<file path="config.mk">
export PLATFORM = sky130hd
export DESIGN_NAME = prog_timeout_counter
export DESIGN_NICKNAME = d
export VERILOG_FILES = /design/src/rtl/timer_pkg.sv /design/src/rtl/prog_timeout_counter.sv
export SDC_FILE = /design/constraint.sdc
export NUM_CORES = 1
export LEC_CHECK = 0
export CORE_MARGIN = 3
export CORE_UTILIZATION = 40
export DETAILED_ROUTE_END_ITERATION = 8
export MAX_ROUTING_LAYER = met4
export PLACE_DENSITY = 0.69
export SLEW_MARGIN = 30
export SYNTH_ARGS = -nofsm -noshare
export SYNTH_HDL_FRONTEND = slang
export SYNTH_SLANG_ARGS = --single-unit
</file>
<file path="constraint.sdc">
create_clock -name clk -period 3.34 [get_ports clk]
set_input_delay 0.835 -clock clk [delete_from_list [all_inputs] [get_ports clk]]
set_output_delay 0.835 -clock clk [all_outputs]
set_load 0.01 [all_outputs]
</file>
<file path="src/rtl/timer_pkg.sv">
// Shared timer definitions: FSM state encoding and mode constants used by the
// timeout counter and the other timer blocks.
package timer_pkg;

    typedef enum logic {
        ST_IDLE = 1'b0,
        ST_RUN  = 1'b1
    } timer_state_t;

    localparam logic MODE_ONESHOT  = 1'b0;
    localparam logic MODE_PERIODIC = 1'b1;

endpackage : timer_pkg

</file>
<file path="src/rtl/prog_timeout_counter.sv">
// Programmable timeout counter: counts tick_in strobes up to a terminal count
// latched at start and emits a one-cycle timeout pulse (one-shot or periodic).
module prog_timeout_counter
    import timer_pkg::*;
#(
    parameter int unsigned CNT_W        = 7,
    parameter bit          PERIODIC_RST = 1'b0
) (
    input  logic             clk,
    input  logic             rst,
    input  logic             tick_in,
    input  logic             start,
    input  logic             stop,
    input  logic             mode,
    input  logic [CNT_W-1:0] terminal,
    output logic [CNT_W-1:0] count,
    output logic             timeout,
    output logic             busy,
    output logic             err
);

    localparam int unsigned CMP_W = CNT_W + 1;

    timer_state_t     state_q, state_d;
    logic [CNT_W-1:0] count_q, count_d;
    logic [CNT_W-1:0] term_q,  term_d;
    logic             mode_q,  mode_d;
    logic             timeout_q, timeout_d;
    logic             err_q,   err_d;
    logic             busy_q;
    logic [CMP_W-1:0] cnt_inc;
    logic             term_hit;

    // Compare one bit wider than the counter so count+1 can never alias to zero
    assign cnt_inc  = CMP_W'(count_q) + CMP_W'(1);
    assign term_hit = (cnt_inc == CMP_W'(term_q));

    // Next-state and next-output logic
    always_comb begin
        state_d   = state_q;
        count_d   = count_q;
        term_d    = term_q;
        mode_d    = mode_q;
        timeout_d = 1'b0;
        err_d     = 1'b0;

        case (state_q)
            ST_IDLE: begin
                if (start) begin
                    if (terminal != '0) begin
                        term_d  = terminal;
                        mode_d  = mode;
                        count_d = '0;
                        state_d = ST_RUN;
                    end else begin
                        err_d = 1'b1;
                    end
                end
            end

            ST_RUN: begin
                if (stop) begin
                    state_d = ST_IDLE;
                end else if (start) begin
                    // A coincident tick is dropped; a zero terminal keeps the old period running
                    if (terminal != '0) begin
                        term_d  = terminal;
                        mode_d  = mode;
                        count_d = '0;
                    end else begin
                        err_d = 1'b1;
                    end
                end else if (tick_in) begin
                    if (term_hit) begin
                        timeout_d = 1'b1;
                        if (mode_q == MODE_PERIODIC) begin
                            count_d = '0;
                        end else begin
                            count_d = term_q;
                            state_d = ST_IDLE;
                        end
                    end else begin
                        count_d = cnt_inc[CNT_W-1:0];
                    end
                end
            end

            default: begin
                state_d = ST_IDLE;
            end
        endcase
    end

    // State and output registers
    always_ff @(posedge clk or posedge rst) begin
        if (rst) begin
            state_q   <= ST_IDLE;
            count_q   <= '0;
            term_q    <= '0;
            mode_q    <= PERIODIC_RST;
            timeout_q <= 1'b0;
            err_q     <= 1'b0;
            busy_q    <= 1'b0;
        end else begin
            state_q   <= state_d;
            count_q   <= count_d;
            term_q    <= term_d;
            mode_q    <= mode_d;
            timeout_q <= timeout_d;
            err_q     <= err_d;
            busy_q    <= (state_d == ST_RUN);
        end
    end

    assign count   = count_q;
    assign timeout = timeout_q;
    assign busy    = busy_q;
    assign err     = err_q;

endmodule : prog_timeout_counter

</file>
==> results.cfg <==
[global_routing]
grt_pass1_vias = 842
grt.total_usage = 0.152
antenna_found_initial = 0
grt_max_degree = 19
grt_pass1_wl_um = 3890
grt_overflow = 0

[worst_hold_path]
hp-start = term_q[1]
min_path_type = reg -> reg
whs_path_depth = 2
holdPathEnd = term_q[1]

[worst_setup_path]
worst_ep_arrival_time_ns = 2.76
r2r_start = count[0]
crit_cells = 7
end_kind = flip-flop
critPathBufInv = 1
reg2reg_to = count[0]
crit_path_start_kind = flip-flop
cp_cell_sequence = ha_1 > xor2_1 > or4_4 > a2111oi_4 > buf_4 > mux2_2 > o21ai_0
slowest_delay_ns = 0.50
r2r_slack_ns = 0.78
critical-path-slowest-cell = or4_4
cpLargestDelayFamily = simple AND/OR/NAND/NOR gates
required_ns = 3.55
crit_fanout = 10
critPathKind = reg -> reg
r2r.worst_path.cells = 7

[clock_tree]
cts_buffers = 3
ctsResizeCount = 0
clockBufferDepth = 2
clk_latency_ns = 0.28
cts_max_level = 1
root_buffer = clkbuf_4
numClockSinks = 18
cts_tree = built
clkSlewWorstSetupHoldPaths_ns = 0.10
cts_hold_buf = 0
cts_setup_buffers = 0

[pwr]
power_leakage_nw = 0.551
powerDensity_nw_per_um2 = 357
combinationalPowerShare = 0.205
p_seq_frac = 0.530
p_sw_frac = 0.267
clkPwrFrac = 0.265
irDropWorstVdd_v = 0.000289
p_int_w = 0.000360
power_w = 0.000491
power.net_switching_w = 0.000131

[logic_synthesis]
ys_types = 34
synth_ff_type = dfrtp_1
syn_inst = 106
async_flop_share = 1.00
syn-cell-area_um2 = 1080
ys_seq_elements = 18
synth_edf_count = 0
ys_seq_area_frac = 0.416
postSynthAreaPerCell_um2 = 10.2
synth_nets = 120
ys_warn_count = 0

[place]
place_congestion = 0.943
port_buffers = 22
dp_hpwl_um = 1810
dpl_worst_slack_ns = 0.556
placed_area_um2 = 1340

[sta]
holdWs_ns = 0.572
finalMaxSlewViolations = 0
grt_setup_unrepaired = false
final_hold_viol_count = 0
setup_slack_ns = 0.782
final-setup-viol-count = 0
setup_tns_ns = 0
slew_headroom = 0.556
fin_crit_sh = 0.766
finalCriticalPeriod_ns = 2.56
final.setup_skew_ns = 0.00328
worst_slew_pin_slew_ns = 0.665
fmax_mhz = 391

[final_layout]
final_area_um2 = 1380
syn2layout_area_growth_pct = 26.9
antennaDiodeCount = 0
final_common_cell = clkdlybuf4s50_1
final_cell_mix = clkdlybuf4s50_1, dfrtp_1, mux2_2, nand2_1, nor3_1
nFillCells = 254
nets = 145
drive_gt1_frac = 0.185

[detailed_routing]
drc = 0
via_per_inst = 5.44
drt_wl_total_um = 2260
ant_nets = 0
vias = 870
wl_per_cell_um = 14.1
drt_iter0_markers = 17
first_pass_iters = 5
drt-met1-wl_um = 1060
wl_met3_um = 133
routed-wl-met2_um = 1050
top_layer = met4

[die]
die_h_um = 58.0
pin_count = 23
fp-row-count = 18
die_w_um = 58.0
initial_core_util = 0.430
core_um2 = 2520
die-area_um2 = 3370

[run_status]
status = finished clean

[flow_run]
drv_cap = 0
==> worst max path at each step <==
stage | startpoint | end | slack (ns)
2_1_floorplan | count[0] | count[0] | 0.83
3_3_place_gp | terminal[5] | count[6] | 0.63
3_5_place_dp | terminal[5] | count[6] | 0.56
4_1_cts | count[0] | count[0] | 0.76
5_1_grt | count[0] | count[0] | 0.53
6_report | count[0] | count[0] | 0.78
==> flip-flops by register name (all words and copies together), names as in the netlist <==
signal / cells
busy: 1
count: 7
err: 1
mode_q: 1
term_q: 7
timeout: 1
==> cell usage after synthesis, drive strengths merged (2+ instances only) <==
cell type / instances / share of area
nand2: 10 / 0.035
o21ai: 4 / 0.018
buf: 3 / 0.013
nor3: 7 / 0.032
a21oi: 4 / 0.018
nor2b: 2 / 0.012
a31oi: 2 / 0.012
mux2: 10 / 0.10
dfrtp: 18 / 0.42
nor2: 3 / 0.010
nand2b: 2 / 0.012
xor2: 5 / 0.040
a221o: 4 / 0.040
o22ai: 2 / 0.012
xnor2: 6 / 0.048
nand3: 4 / 0.018
inv: 5 / 0.017
==> power groups by stage <==
stage	sequential, W	clock, W	combinational, W
floorplan	0.000259	0	0.0000666
global placement	0.000265	0	0.0000995
detailed placement	0.000265	0	0.000102
CTS	0.000260	0.000134	0.000103
global route	0.000264	0.000144	0.000111
finish	0.000260	0.000130	0.000101
==> logic make-up (layout without fill, tap and decap cells) <==
logic type	Yosys count	in the layout	share of synthesized area
simple gates	33	33	0.164
buf+inv	9	33	0.0335
mux	11	11	0.113
fa+ha+maj	1	1	0.0115
compound gates	23	23	0.173
xor+xnor	11	11	0.0889
flops	18	18	0.416
==> layer usage <==
| metal | up-vias | track usage |
|---|---|---|
| li1 | 433 | - |
| met1 | 408 | 0.206 |
| met2 | 27 | 0.245 |
| met3 | 2 | 0.0200 |
| met4 | 0 | 0.0298 |
| met5 | - | - |
==> stage by stage <==
stage / instances / util
CTS: 160 / 0.545
global placement: 156 / 0.531
floorplan: 106 / -
finish: 160 / 0.545
global route: 160 / 0.545
detailed placement: 156 / 0.531
==> tightest hold or removal path: cells and delay by family, from the launching register on <==
family                 cells  cell delay (ns)
buffers and inverters      1             0.06
DFF                        1             0.38
AOI/OAI and AO/OA          1             0.09
==> area by class of cell <==
| class | instances | area [um2] | area share |
|---|---|---|---|
| well taps | 30 | 37.5 | 0.0273 |
| multi-input cells | 79 | 597 | 0.434 |
| flip-flops and latches | 18 | 450 | 0.328 |
| repair buffers | 24 | 235 | 0.171 |
| clock buffers | 4 | 36.3 | 0.0264 |
| inverters | 5 | 18.8 | 0.0136 |
(Power assumes the default switching activity.)
